==> src/rtl/rgb_seq_ctrl.sv <==
// rgb_seq_ctrl: lock/reset-request driven bring-up sequencer for the RGB->RGBW pipeline.
// Build option RGB_SEQ_AUTO_RECOVER_EN adds a DRAIN state that re-runs the sequence after overflow.
//
// state     | meaning
// WAIT_LOCK | PLL not locked, every stage held in reset
// HOLD      | locked (or reset requested), all resets held RST_HOLD_CLKS
// REL_OUT   | sotp and FIFO read side released
// REL_FIFO  | FIFO write side released
// REL_IN    | sbit2wrd and sinp released
// RUN       | pipeline live, ready high, heartbeat running
// DRAIN     | (optional) overflow seen, waiting for stream reset with FIFO empty
module rgb_seq_ctrl #(
    parameter int unsigned RST_HOLD_CLKS  = 96,
    parameter int unsigned STAGE_GAP_CLKS = 16,
    parameter int unsigned DEBOUNCE_CLKS  = 96000,
    parameter int unsigned HEARTBEAT_CLKS = 48000000
) (
    input  logic       clk,
    input  logic       rst_n,
    input  logic       pll_locked,
    input  logic       ext_rst_h,
    input  logic       in_ovflw,
    input  logic       in_stream_reset,
    input  logic       in_rd_fifo_empty,
    output logic       si_rst,
    output logic       s2wd_rst,
    output logic       w_rst,
    output logic       r_rst,
    output logic       so_rst,
    output logic       ready,
    output logic       ovflw_flag,
    output logic       locked_out,
    output logic [3:0] led_red,
    output logic       led_green
);

    localparam int unsigned SEQ_MAX = (RST_HOLD_CLKS > STAGE_GAP_CLKS) ? RST_HOLD_CLKS : STAGE_GAP_CLKS;
    localparam int SEQ_W = $clog2(SEQ_MAX + 1);
    localparam int DEB_W = $clog2(DEBOUNCE_CLKS + 1);
    localparam int HB_W  = $clog2(HEARTBEAT_CLKS + 1);
    localparam logic [SEQ_W-1:0] HOLD_LAST = SEQ_W'(RST_HOLD_CLKS - 1);
    localparam logic [SEQ_W-1:0] GAP_LAST  = SEQ_W'(STAGE_GAP_CLKS - 1);
    localparam logic [DEB_W-1:0] DEB_MAX   = DEB_W'(DEBOUNCE_CLKS);
    localparam logic [HB_W-1:0]  HB_LAST   = HB_W'(HEARTBEAT_CLKS - 1);

    typedef enum logic [2:0] {
        ST_WAIT_LOCK = 3'd0,
        ST_HOLD      = 3'd1,
        ST_REL_OUT   = 3'd2,
        ST_REL_FIFO  = 3'd3,
        ST_REL_IN    = 3'd4,
        ST_RUN       = 3'd5
`ifdef RGB_SEQ_AUTO_RECOVER_EN
        , ST_DRAIN   = 3'd6
`endif
    } state_t;

    state_t           r_state, w_nxt_state;
    logic [SEQ_W-1:0] r_seq_cnt;
    logic [DEB_W-1:0] r_deb_cnt;
    logic [HB_W-1:0]  r_hb_cnt;
    logic             r_lock_s1, r_lock_s2, r_ext_s1, r_ext_s2;
    logic             r_deb_q, r_ovflw, r_ready, r_led_green;
    logic [4:0]       r_rst_vec;           // {si, s2wd, w, r, so}
    logic [3:0]       r_led_red;
    logic             w_lock, w_deb_lvl, w_rst_req, w_ovf_evt, w_seq_clr, w_seq_timed;
    logic [4:0]       w_rst_vec;
    logic [3:0]       w_led_red;
    logic             w_ready;

    assign w_lock    = r_lock_s2;
    assign w_deb_lvl = (r_deb_cnt == DEB_MAX);
    assign w_rst_req = w_deb_lvl & ~r_deb_q & (r_state != ST_WAIT_LOCK);
    assign w_ovf_evt = in_ovflw & ~r_rst_vec[3];

`ifndef RGB_SEQ_AUTO_RECOVER_EN
    logic w_unused_drain_in;
    assign w_unused_drain_in = &{1'b0, in_stream_reset, in_rd_fifo_empty};
`endif

    always_ff @(posedge clk or negedge rst_n) begin
        if (!rst_n) begin
            r_lock_s1 <= 1'b0;
            r_lock_s2 <= 1'b0;
            r_ext_s1  <= 1'b0;
            r_ext_s2  <= 1'b0;
            r_deb_cnt <= '0;
            r_deb_q   <= 1'b0;
        end else begin
            r_lock_s1 <= pll_locked;
            r_lock_s2 <= r_lock_s1;
            r_ext_s1  <= ext_rst_h;
            r_ext_s2  <= r_ext_s1;
            if (!r_ext_s2)
                r_deb_cnt <= '0;
            else if (!w_deb_lvl)
                r_deb_cnt <= r_deb_cnt + 1'b1;
            r_deb_q <= w_deb_lvl;
        end
    end

    always_ff @(posedge clk or negedge rst_n) begin
        if (!rst_n) begin
            r_state   <= ST_WAIT_LOCK;
            r_seq_cnt <= '0;
        end else begin
            r_state <= w_nxt_state;
            if (w_seq_clr)
                r_seq_cnt <= '0;
            else if (w_seq_timed)
                r_seq_cnt <= r_seq_cnt + 1'b1;
        end
    end

    always_comb begin
        w_nxt_state = r_state;
        w_seq_timed = (r_state == ST_HOLD) || (r_state == ST_REL_OUT) ||
                      (r_state == ST_REL_FIFO) || (r_state == ST_REL_IN);
        // lock loss outranks a reset request, which outranks normal sequencing
        if (!w_lock)
            w_nxt_state = ST_WAIT_LOCK;
        else if (w_rst_req)
            w_nxt_state = ST_HOLD;
        else begin
            case (r_state)
                ST_WAIT_LOCK: w_nxt_state = ST_HOLD;
                ST_HOLD:      if (r_seq_cnt == HOLD_LAST) w_nxt_state = ST_REL_OUT;
                ST_REL_OUT:   if (r_seq_cnt == GAP_LAST)  w_nxt_state = ST_REL_FIFO;
                ST_REL_FIFO:  if (r_seq_cnt == GAP_LAST)  w_nxt_state = ST_REL_IN;
                ST_REL_IN:    if (r_seq_cnt == GAP_LAST)  w_nxt_state = ST_RUN;
`ifdef RGB_SEQ_AUTO_RECOVER_EN
                ST_RUN:       if (w_ovf_evt) w_nxt_state = ST_DRAIN;
                ST_DRAIN:     if (in_stream_reset && in_rd_fifo_empty) w_nxt_state = ST_HOLD;
`endif
                default:      w_nxt_state = r_state;
            endcase
        end
        w_seq_clr = (w_nxt_state != r_state) || w_rst_req;
    end

    // outputs decoded from the next state so they change on the same edge as the state
    always_comb begin
        w_rst_vec = 5'b11111;
        w_led_red = 4'b0001;
        w_ready   = 1'b0;
        case (w_nxt_state)
            ST_HOLD:     w_led_red = 4'b0010;
            ST_REL_OUT:  begin w_rst_vec = 5'b11100; w_led_red = 4'b0100; end
            ST_REL_FIFO: begin w_rst_vec = 5'b11000; w_led_red = 4'b0110; end
            ST_REL_IN:   begin w_rst_vec = 5'b00000; w_led_red = 4'b1000; end
            ST_RUN:      begin w_rst_vec = 5'b00000; w_led_red = 4'b1100; w_ready = 1'b1; end
`ifdef RGB_SEQ_AUTO_RECOVER_EN
            ST_DRAIN:    begin w_rst_vec = 5'b00000; w_led_red = 4'b1110; end
`endif
            default:     w_led_red = 4'b0001;
        endcase
    end

    always_ff @(posedge clk or negedge rst_n) begin
        if (!rst_n) begin
            r_rst_vec   <= 5'b11111;
            r_led_red   <= 4'b0001;
            r_ready     <= 1'b0;
            r_ovflw     <= 1'b0;
            r_hb_cnt    <= '0;
            r_led_green <= 1'b0;
        end else begin
            r_rst_vec <= w_rst_vec;
            r_led_red <= w_led_red;
            r_ready   <= w_ready;
            if (w_rst_req && w_lock)
                r_ovflw <= 1'b0;
            else if (w_ovf_evt)
                r_ovflw <= 1'b1;
            if (w_nxt_state != ST_RUN) begin
                r_hb_cnt    <= '0;
                r_led_green <= 1'b0;
            end else if (r_state == ST_RUN) begin
                if (r_hb_cnt == HB_LAST) begin
                    r_hb_cnt    <= '0;
                    r_led_green <= ~r_led_green;
                end else begin
                    r_hb_cnt <= r_hb_cnt + 1'b1;
                end
            end
        end
    end

    assign si_rst     = r_rst_vec[4];
    assign s2wd_rst   = r_rst_vec[3];
    assign w_rst      = r_rst_vec[2];
    assign r_rst      = r_rst_vec[1];
    assign so_rst     = r_rst_vec[0];
    assign ready      = r_ready;
    assign ovflw_flag = r_ovflw;
    assign locked_out = r_lock_s2;
    assign led_red    = r_led_red;
    assign led_green  = r_led_green;

endmodule

==> config.mk <==
export PLATFORM = sky130hd
export DESIGN_NAME = rgb_seq_ctrl
export DESIGN_NICKNAME = d
export VERILOG_FILES = /design/src/rtl/rgb_seq_ctrl.sv
export SDC_FILE = /design/constraint.sdc
export NUM_CORES = 1
export LEC_CHECK = 0
export BUFFER_PORTS_ARGS = -buffer_cell sky130_fd_sc_hd__buf_2
export CAP_MARGIN = 10
export CORE_MARGIN = 5
export CORE_UTILIZATION = 44
export DETAILED_ROUTE_END_ITERATION = 8
export PLACE_DENSITY = 0.69
export SLEW_MARGIN = 20
export SYNTH_ARGS = -nofsm -noshare
export SYNTH_HDL_FRONTEND = slang
export SYNTH_SLANG_ARGS = --single-unit
==> constraint.sdc <==
create_clock -name clk -period 5.4 [get_ports clk]
set_input_delay 0.27 -clock clk [delete_from_list [all_inputs] [get_ports clk]]
set_output_delay 0.27 -clock clk [all_outputs]
set_load 0.1 [all_outputs]
Word-level counts from Yosys, hierarchy flattened:

Index checks and enable logic that the tools add are counted.

* shift operators: 0
* div/mod/pow operators: 0
* add/subtract/negate cells: 3
* equality and inequality tests: 17
* reduce and logical (&&, ||, !) cells: 13
* multiplexer cells: 22
* $lt $le $gt $ge: 0
* $mul: 0
* bitwise gates (word level): 6

Operators with widths (count)
* 2-to-1 mux 26 bit: 3
* 2-to-1 mux 17 bit: 2
* adder 26 x 1 -> 26 bit (second input constant): 1
* equality test 26 bit (second input constant): 1
* one-hot mux 4 bit (5 select lines): 1
* 2-to-1 mux 3 bit: 6
* adder 17 x 1 -> 17 bit (second input constant): 1
* equality test 17 bit (second input constant): 1
* one-hot mux 3 bit (5 select lines): 1
* one-hot mux 5 bit (3 select lines): 1
* 2-to-1 mux 7 bit: 2
* equality test 3 x 2 -> 1 bit (second input constant): 4
* equality test 3 bit (second input constant): 4
* nonzero test 2 bit: 4
* adder 7 x 1 -> 7 bit (second input constant): 1
* equality test 7 x 4 -> 1 bit (second input constant): 1
* equality test 7 bit (second input constant): 1
* equality test 3 x 1 -> 1 bit (second input constant): 2
* 2-to-1 mux 1 bit: 6
* logical OR 1 bit: 4
* bitwise AND 1 bit: 3
* logical NOT 3 bit: 1
* != test 3 bit: 1
* != test 3 bit (second input constant): 1
* other kinds (6): 8

* output and inout bits: 13
* memory bits (writable): 0
* bits in read-only memories: 0
* flip-flop bits (word level): 70
* word-level logic and storage cells: 75
* input bits: 7
* memories kept: 0
* bits in latches: 0

Depth between registers and ports, before layout:

Gate-level depths: netlist (run 1).

* depth in word-level cells: 8
* gate-level depth with buffers: 9
* depth with buffers taken out: 8

Least setup slack after synthesis (run 1):

Ideal clock, no wire load.

* kind: reg-to-reg
* from: reg r_lock_s2, in the netlist locked_out
* to: reg r_hb_cnt[10]
* buffers on the path: 2
* setup time: 0.071 ns
* data required time: 5.329 ns
* setup slack: 3.143 ns
* period minus slack after synthesis: 2.257 ns
* arrival: 2.186 ns
* stages on the path, launching flop included: 7
* path through: dfrtp_1 > inv_1 > a211oi_4 > buf_4 > o211ai_2 > buf_2 > nor2_1

* longest elaborated chain between the ends: 3
* elaborated cells between the ends (all ways): 4
* those cells by class: eq/ne (1); mux (2); reduce/logical (1)

RTL lines
* start, declared: line 62 `logic r_lock_s1, r_lock_s2, r_ext_s1, r_ext_s2;`
* start signal, assigned: line 91 `r_lock_s2 <= r_lock_s1;`
* 2-to-1 mux 3 bit (*): line 120 `if (!w_lock)`
* != test 3 bit (*): line 175 `if (w_nxt_state != ST_RUN) begin`
* 2-to-1 mux 26 bit or nonzero test 2 bit (tied branches)
* end signal, assigned: line 183 `r_hb_cnt <= r_hb_cnt + 1'b1;`
* end, declared: line 61 `logic [HB_W-1:0] r_hb_cnt;`

Mark *: on every way between the ends. The rest lies on a longest branch, timed or not.
A chain may end at the register's enable or synchronous reset.

Final worst setup path (run 1):

* from: reg r_seq_cnt[0]
* to: reg r_hb_cnt[22]

* longest elaborated chain between the ends: 7
* elaborated cells between the ends (all ways): 12
* those cells by class: eq/ne (3); mux (8); reduce/logical (1)

RTL lines
* start, declared: line 59 `logic [SEQ_W-1:0] r_seq_cnt;`
* start signal, assigned: line 111 `r_seq_cnt <= r_seq_cnt + 1'b1;`
* equality test 7 x 4 -> 1 bit or equality test 7 bit (tied branches)
* 2-to-1 mux 3 bit (on tied branches)
* one-hot mux 3 bit (5 select lines) (*): line 125 `case (r_state)`
* 2-to-1 mux 3 bit (*): line 122 `else if (w_rst_req)`
* 2-to-1 mux 3 bit (*): line 120
* != test 3 bit (*): line 175
* 2-to-1 mux 26 bit or nonzero test 2 bit (tied branches)

Marks and branches as above.

==> impl_metrics.py, run 1 <==
metrics = {
    "floorplan": {
        "fp.dieH_um": 99.6,
        "die_area_sq_um": 9930,
        "start_util_pct": 45.5,
        "rows": 32,
        "core_area_sq_um": 7770,
        "die_w_um": 99.6,
        "io_pins": 20,
    },
    "placement": {
        "dp_hpwl_um": 4240,
        "placed_cell_area_sq_um": 3640,
        "port_buffers": 17,
        "gp_congestion": 0.905,
    },
    "detailed_routing": {
        "drc": 0,
        "antenna_left": 0,
        "drtPass1Iterations": 4,
        "num_vias": 2491,
        "drtIter0Drc": 91,
        "totalWireLength_um": 6300,
        "viasPerCell": 5.24,
        "wl_per_cell_um": 13.3,
    },
    "clock_tree": {
        "cts_resized": 0,
        "cts.sinks": 68,
        "cts-htree-levels": 3,
        "clkTransAtPathRegs_ns": 0.07,
        "clk_root_buffer_cell": "clkbuf_8",
        "cts_tree": "built",
        "postCtsSetupBuffers": 0,
        "cts.path.max_buffers": 2,
        "cts_made_buffers": 9,
        "clk_latency_ns": 0.34,
        "cts_hold_buf": 0,
    },
    "finish": {
        "area_growth_pct": 8.17,
        "layout_common_cells": "dfrtp_1, nor2_1, xnor2_1",
        "final_util_pct": 49.2,
        "design_area_sq_um": 3820,
        "final_nets": 379,
        "final_common_cell": "dfrtp_1",
        "diodes": 0,
        "drive_gt1_share_pct": 14.2,
    },
    "pwr": {
        "cellLeakagePower_nw": 1.57,
        "power_frac_comb_pct": 4.4,
        "vdd_ir_drop_max_mv": 0.171,
        "p_seq_share_pct": 54.8,
        "clockPowerShare_pct": 40.8,
        "p_sw_uw": 229,
        "internal_power_uw": 729,
        "powerDensity_nw_per_um2": 250,
        "p_sw_share_pct": 23.9,
        "total_power_uw": 958,
    },
    "logic_synthesis": {
        "synth-edff-count": 0,
        "ys_top_cells_by_area": "dfrtp_1, xnor2_1, nor2_1",
        "synth-async-reset-ratio_pct": 100,
        "synthCells": 354,
        "synth_top_area_cell": "dfrtp_1",
        "syn_avg_cell_area_sq_um": 9.99,
        "ys_seq_elements": 68,
        "ys.flop_type": "dfrtp_1",
        "seq_area_frac_synth_pct": 48.3,
        "netlist_area_sq_um": 3540,
        "synth_nets": 365,
        "synth_top_area_share_pct": 45.3,
        "synth_cell_types": 53,
        "yosysWarnings": 0,
    },
    "timing": {
        "fin_worst_skew_ns": 0.00992,
        "setup_viol": 0,
        "tightestPinTransition_ns": 1.02,
        "min_period_ns": 2.80,
        "drv_slew": 0,
        "period_share_pct": 51.8,
        "hold_viol_final": 0,
        "rsz0062_at_grt": "no",
        "fmax_ghz": 0.358,
        "tns_ns": 0,
        "slew-limit-headroom_pct": 31.4,
    },
    "global_routing": {
        "grt_pass1_vias": 2384,
        "grt_use_total_pct": 13.9,
        "grt_pass1_wl_um": 11100,
        "antenna_found_initial": 0,
        "grt_start_max_net_pins": 69,
        "overflow": 0,
    },
    "critical_path": {
        "critPathKind": "reg -> reg",
        "cp.required_ns": 5.66,
        "path_max_fanout": 20,
        "worst_ep_arrival_time_ns": 3.05,
        "crit_path_start_kind": "register",
        "crit_path_end_kind": "register",
    },
    "status": {
        "status": "completed",
    },
    "run": {
        "cap_viol_max_count": 0,
    },
    "min_path": {
        "hold_path_class": "in -> reg",
    },
}
-- cell families (layout without fill, tap and decap cells) --
kind of cell / count (synthesis) / count (layout) / share of synthesized area, %
fa+ha+maj: 4 / 4 / 1.42
flops: 68 / 68 / 48.3
simple gates: 158 / 158 / 23.1
xor+xnor: 46 / 46 / 11.4
compound gates: 47 / 47 / 10.4
mux: 2 / 2 / 0.566
buf+inv: 29 / 48 / 4.85
-- synthesized netlist by cell type, types with 4 or more instances --
cell type	instances
buf_6	6
nand4_1	11
and3_1	9
a211oi_1	6
inv_1	12
a21oi_1	10
nor3_1	4
ha_1	4
buf_4	4
dfrtp_1	64
xnor2_1	32
dfstp_2	4
nand2_1	23
xor2_1	14
and2_1	18
o21ai_0	9
nor4_1	4
nand3_1	19
nor2_1	48
-- worst max-delay path, stage by stage (launching register included) --
cell	delay (ns)
dfrtp_1	0.38
ha_1	0.20
and4b_1	0.44
a41oi_2	0.21
a211oi_4	0.69
o211ai_2	0.56
nor2_1	0.22
-- power groups by stage --
stage               Clock, mW  Combinational (mW)  Sequential [mW]
finish                  0.391              0.0421            0.525
global route            0.426              0.0481            0.526
CTS                     0.405              0.0437            0.524
detailed placement          0              0.0435            0.534
global placement            0              0.0422            0.534
floorplan                   0              0.0172            0.543
-- sequential cells by signal, indices dropped and copies added, names as in the netlist --
register	flops
r_deb_cnt	17
r_seq_cnt	7
r_deb_q	1
locked_out	1
r_rst_vec	3
r_ext_s1	1
led_green	1
r_hb_cnt	26
ovflw_flag	1
r_ext_s2	1
led_red	4
r_lock_s1	1
ready	1
r_state	3
-- cell type report --
cell class              count  area [sq um]
fillers                   724          3940
multi-input cells         257          1660
clock buffers              12           165
inverters                  14          52.6
repair buffers             18          92.6
flip-flops and latches     68          1710
clock inverters             4          22.5
well taps                 102           128
-- layer usage --
layer | vias up | wire length (um) | global-route usage (%)
met3 | 8 | 294 | 3.30
li1 | 1247 | - | -
met1 | 1193 | 3040 | 18.7
met4 | 0 | 101 | 7.14
met2 | 43 | 2860 | 21.0
met5 | - | 0 | 0
-- through the flow --
| step | hold WS, ns | worst slack, ns | cells |
|---|---|---|---|
| after floorplan | -0.0256 | 3.14 | 354 |
| after global placement | 0.335 | 2.60 | 459 |
| after detailed placement | 0.336 | 2.59 | 459 |
| after CTS | 0.0182 | 2.55 | 475 |
| after global routing | 0.0167 | 2.28 | 475 |
| final | 0.0344 | 2.60 | 475 |
-- worst paths after layout --
| path | slack (ns) | endpoint | startpoint | cells past startpoint |
|---|---|---|---|---|
| hold / removal | 0.03 | r_ext_s1$_DFF_PN0_ | ext_rst_h | 1 |
| hold reg to reg | 0.35 | r_ext_s2$_DFF_PN0_ | r_ext_s1$_DFF_PN0_ | 0 |
| setup reg to reg | 2.60 | r_hb_cnt[22]$_DFFE_PN0P_ | r_seq_cnt[0]$_DFFE_PN0P_ | 6 |
| setup / recovery | 2.60 | r_hb_cnt[22]$_DFFE_PN0P_ | r_seq_cnt[0]$_DFFE_PN0P_ | 6 |
| max in group asynchronous | 4.75 | r_hb_cnt[18]$_DFFE_PN0P_ | rst_n | 2 |
| min in group asynchronous | 0.11 | r_seq_cnt[2]$_DFFE_PN0P_ | rst_n | 2 |
(Power assumes the default switching activity.)
==> run 2: changes to the inputs <==
PLACE_DENSITY = 0.71   (was 0.69)
clock period = 2.4 ns   (was 5.4 ns; I/O delays follow)
==> impl_metrics.py, run 2 (same netlist as run 1, synthesis figures left out) <==
metrics = {
    "status": {
        "status": "completed",
    },
    "finish": {
        "layout_common_cells": "dfrtp_1, nor2_1, xnor2_1",
        "final_nets": 395,
        "fin_cells": 491,
        "biggestRegsByFlops": "r_hb_cnt (26), r_deb_cnt (17), r_seq_cnt (7)",
        "top_register": "r_hb_cnt",
        "area_growth_pct": 12.8,
        "final_common_cell": "dfrtp_1",
        "fillers": 712,
        "largest_register_ffs": 26,
        "diodes": 0,
        "drive_gt1_share_pct": 16.7,
    },
    "critical_path": {
        "path_max_fanout": 7,
        "cp.required_ns": 2.60,
        "crit_path_start_kind": "register",
        "rr_worst_depth": 8,
        "slowest_delay_ns": 0.39,
        "cp_slowest_cell": "dfrtp_1",
        "worst_ep_arrival_time_ns": 2.41,
        "path_cells": "ha_1, and4b_1, a41oi_2, a211oi_4, buf_4, a211oi_1, xnor2_1, nor2_1",
        "crit_path_end_kind": "register",
        "critPathKind": "reg -> reg",
    },
    "global_routing": {
        "grt_pass1_wl_um": 11600,
        "grt_start_max_net_pins": 41,
        "grt_use_total_pct": 14.3,
        "overflow": 0,
        "antenna_found_initial": 0,
        "grt_pass1_vias": 2487,
    },
    "timing": {
        "fin_worst_skew_ns": 0.0119,
        "setup_viol": 0,
        "tns_ns": 0,
        "slew-limit-headroom_pct": 54.8,
        "drv_slew": 0,
        "holdWs_ns": 0.144,
        "tightestPinTransition_ns": 0.677,
        "rsz0062_at_grt": "no",
        "worst_slack_ns": 0.183,
        "hold_viol_final": 0,
        "period_share_pct": 92.4,
        "min_period_ns": 2.22,
        "fmax_ghz": 0.451,
    },
    "floorplan": {
        "io_pins": 20,
        "fp.dieH_um": 99.6,
        "rows": 32,
        "die_w_um": 99.6,
        "core_area_sq_um": 7770,
        "die_area_sq_um": 9930,
        "start_util_pct": 45.5,
    },
    "detailed_routing": {
        "wl_per_cell_um": 13.3,
        "drc": 0,
        "drtPass1Iterations": 4,
        "viasPerCell": 5.28,
        "antenna_left": 0,
        "drtIter0Drc": 109,
        "num_vias": 2591,
        "totalWireLength_um": 6510,
    },
    "pwr": {
        "cellLeakagePower_nw": 1.64,
        "vdd_ir_drop_max_mv": 0.274,
        "powerDensity_nw_per_um2": 530,
        "total_power_mw": 2.12,
    },
    "min_path": {
        "hold_depth": 3,
        "hold_path_class": "in -> reg",
    },
    "placement": {
        "dp_hpwl_um": 4490,
        "gp_congestion": 0.870,
        "pre_cts_ws_ns": 0.110,
        "port_buffers": 17,
        "dp.cells": 472,
    },
    "clock_tree": {
        "cts_made_buffers": 9,
        "cts.sinks": 68,
        "clk_root_buffer_cell": "clkbuf_8",
        "postCtsSetupBuffers": 0,
        "clk_latency_ns": 0.34,
        "clkTransAtPathRegs_ns": 0.07,
        "cts.path.max_buffers": 2,
        "cts-htree-levels": 3,
        "cts_tree": "built",
    },
    "run": {
        "cap_viol_max_count": 0,
    },
}
## run 2: cell types whose count changed in the layout (fill, tap and decap cells not counted), sizes merged
cell | previous run | this run
clkinv | 3 | 2
dlygate4sd3 | 0 | 3
buf | 18 | 31
clkinvlp | 1 | 2
## run 2: repair_timing
action | CTS | global route
hold endpoints to repair | 27 | 0
hold buffers | 3 | 0
gates resized for setup | 0 | 4
endpoints found under the setup margin | 0 | 20
## run 2: worst paths after layout
check                                    startpoint                  endpoint  slack (ns)
max reg2reg                r_seq_cnt[0]$_DFFE_PN0P_  r_hb_cnt[17]$_DFFE_PN0P_        0.18
max in group asynchronous                     rst_n    r_rst_vec[3]$_DFF_PN1_        1.34
min in group asynchronous                     rst_n      led_red[2]$_DFF_PN0_        0.35
min                                        in_ovflw    ovflw_flag$_DFFE_PN0P_        0.14
max                        r_seq_cnt[0]$_DFFE_PN0P_  r_hb_cnt[17]$_DFFE_PN0P_        0.18
min reg2reg                      r_ext_s1$_DFF_PN0_        r_ext_s2$_DFF_PN0_        0.35
## run 2: layer usage
metal  up-vias  part of all wire (%)  GRT usage (%)
li1       1277                     -              -
met1      1254                    50           20.0
met2        53                    44           21.3
met3         7                   4.6           3.23
met4         0                   1.3           6.41
met5         -                     0              0
## run 2: through the flow
stage,util (%),cell area [sq um]
2_1_floorplan,-,3540
3_3_place_gp,48.2,3750
3_5_place_dp,48.2,3750
4_1_cts,50.8,3950
5_1_grt,51.3,3990
6_report,51.3,3990
## run 2: final cells by class
type | count | area (sq um) | area share (%)
Inverter | 14 | 52.6 | 1.32
Multi-Input combinational cell | 257 | 1700 | 42.6
Tap cell | 102 | 128 | 3.20
Timing Repair Buffer | 34 | 233 | 5.84
Clock buffer | 12 | 145 | 3.64
Clock inverter | 4 | 25.0 | 0.628
Sequential cell | 68 | 1710 | 42.8
## run 2: critical path: cells and delay by family (launching register included)
| family | cells | cell delay (ns) |
|---|---|---|
| AOI/OAI and AO/OA | 3 | 0.67 |
| xor gates and xnor gates | 1 | 0.16 |
| adders and majority gates | 1 | 0.20 |
| buffers and inverters | 1 | 0.25 |
| DFF | 1 | 0.39 |
| and+or+nand+nor | 2 | 0.42 |
## run 2: power by group
| part | total [mW] | switching [mW] | internal (mW) |
|---|---|---|---|
| clock | 0.830 | 0.430 | 0.401 |
| combinational | 0.104 | 0.0738 | 0.0307 |
| sequential | 1.18 | 0.0198 | 1.16 |
| total | 2.12 | 0.523 | 1.59 |
==> run 3: changes to the inputs <==
CORE_UTILIZATION = 55   (was 44)
PLACE_DENSITY = 0.84   (was 0.71)
==> impl_metrics.py, run 3 (same netlist as run 1, synthesis figures left out) <==
metrics = {
    "clock_tree": {
        "clk_latency_ns": 0.35,
        "cts.path.max_buffers": 2,
        "cts_made_buffers": 9,
        "clk_root_buffer_cell": "clkbuf_8",
        "cts-htree-levels": 3,
        "clkTransAtPathRegs_ns": 0.08,
        "cts_tree": "built",
        "cts.sinks": 68,
    },
    "placement": {
        "pre_cts_ws_ns": 0.00873,
        "gp_congestion": 0.873,
        "placed_cell_area_sq_um": 3680,
        "dp_hpwl_um": 4650,
        "port_buffers": 17,
    },
    "detailed_routing": {
        "wl_met3_um": 311,
        "wl_per_cell_um": 14.9,
        "antenna_left": 0,
        "drtPass1Iterations": 4,
        "routed-wl-met2_um": 3250,
        "highest_layer": "met4",
        "drt-met1-wl_um": 3220,
        "drtIter0Drc": 178,
        "totalWireLength_um": 6940,
        "num_vias": 2643,
        "drc": 0,
        "viasPerCell": 5.68,
    },
    "timing": {
        "rsz0062_at_grt": "yes",
        "hold_viol_final": 0,
        "slew-limit-headroom_pct": 61.7,
        "setup_viol": 0,
        "fin_worst_skew_ns": 0.00910,
        "tightestPinTransition_ns": 0.571,
        "worst_slack_ns": 0.132,
        "period_share_pct": 94.5,
        "drv_slew": 0,
        "min_period_ns": 2.27,
        "fmax_ghz": 0.441,
        "tns_ns": 0,
    },
    "critical_path": {
        "crit_path_end_kind": "register",
        "cp.required_ns": 2.61,
        "crit_path_start_kind": "register",
        "worst_ep_arrival_time_ns": 2.48,
        "path_max_fanout": 11,
        "critPathKind": "reg -> reg",
    },
    "finish": {
        "final_util_pct": 63.1,
        "top_register": "r_hb_cnt",
        "final_nets": 394,
        "biggestRegsByFlops": "r_hb_cnt (26), r_deb_cnt (17), r_seq_cnt (7)",
        "seq_area_sq_um": 1710,
        "largest_register_ffs": 26,
        "drive_gt1_share_pct": 17.5,
        "diodes": 0,
        "multi_input_area_sq_um": 1690,
        "design_area_sq_um": 3980,
        "final_common_cell": "dfrtp_1",
        "fillers": 489,
        "area_growth_pct": 12.6,
        "layout_common_cells": "dfrtp_1, nor2_1, xnor2_1",
    },
    "pwr": {
        "internal_power_mw": 1.78,
        "p_seq_share_pct": 51.0,
        "powerDensity_nw_per_um2": 582,
        "p_sw_share_pct": 23.1,
        "clockPowerShare_pct": 44.6,
        "cellLeakagePower_nw": 1.66,
        "vdd_ir_drop_max_mv": 0.395,
        "power_frac_comb_pct": 4.4,
        "p_sw_uw": 536,
    },
    "global_routing": {
        "grt_start_max_net_pins": 31,
        "grt_use_total_pct": 19.0,
        "antenna_found_initial": 0,
        "overflow": 0,
        "grt_pass1_vias": 2681,
        "grt_pass1_wl_um": 12600,
    },
    "floorplan": {
        "core_area_sq_um": 6310,
        "fp.dieH_um": 90.2,
        "rows": 29,
        "die_w_um": 90.2,
        "start_util_pct": 56.0,
        "die_area_sq_um": 8130,
        "io_pins": 20,
    },
    "run": {
        "cap_viol_max_count": 0,
    },
    "min_path": {
        "hold_path_class": "in -> reg",
    },
    "status": {
        "status": "completed",
    },
}
run 3: power by group through the flow:
stage	sequential (mW)	combinational (mW)	clock [mW]
4_1_cts	1.18	0.105	1.05
6_report	1.18	0.103	1.03
3_3_place_gp	1.20	0.0972	0
5_1_grt	1.18	0.117	1.11
3_5_place_dp	1.20	0.101	0
2_1_floorplan	1.22	0.0387	0
run 3: routing by layer:
layer | global-route usage (%) | up-vias
met5 | 0 | -
met2 | 29.0 | 69
met4 | 9.43 | 0
met1 | 24.5 | 1284
met3 | 5.51 | 13
li1 | - | 1277
run 3: cell type report:
class                           instances  share of cell area (%)
Clock buffer                           13                    4.49
Tap cell                               77                    2.42
Multi-Input combinational cell        257                    42.5
Clock inverter                          3                    1.07
Sequential cell                        68                    42.9
Timing Repair Buffer                   33                    5.34
Inverter                               14                    1.32
run 3: critical path, cell delays in order (launching register included):
cell and delay [ns]:
dfrtp_1 0.39, ha_1 0.20, and4b_2 0.37, a41oi_2 0.18, a211oi_4 0.34, buf_4 0.28
a2111oi_4 0.10, xnor2_1 0.21, nor2_1 0.06
run 3: timing repair:
| action | CTS | global route |
|---|---|---|
| pin swaps | 0 | 2 |
| resized for setup | 1 | 4 |
| cloned | 0 | 0 |
| endpoints found under the hold margin | 17 | 0 |
| hold buffers | 3 | 0 |
| buffers inserted | 0 | 2 |
| endpoints found under the setup margin | 7 | 28 |
run 3: final timing paths:
check / slack [ns] / depth (start not counted) / start / endpoint
max: 0.13 / 8 / r_seq_cnt[0]$_DFFE_PN0P_ / r_hb_cnt[21]$_DFFE_PN0P_
max in group asynchronous: 1.49 / 3 / rst_n / r_deb_cnt[12]$_DFFE_PN0P_
max reg2reg: 0.13 / 8 / r_seq_cnt[0]$_DFFE_PN0P_ / r_hb_cnt[21]$_DFFE_PN0P_
min: 0.04 / 3 / in_ovflw / ovflw_flag$_DFFE_PN0P_
min in group asynchronous: 0.21 / 2 / rst_n / r_state[2]$_DFF_PN0_
min reg2reg: 0.35 / 0 / r_ext_s1$_DFF_PN0_ / r_ext_s2$_DFF_PN0_
run 3: stage by stage:
stage	std cells	hold WS (ns)	power [mW]
floorplan	354	-0.176	1.26
global placement	444	0.0525	1.30
detailed placement	444	0.0548	1.30
CTS	463	0.0298	2.34
global route	465	0.0782	2.41
finish	465	0.0442	2.32
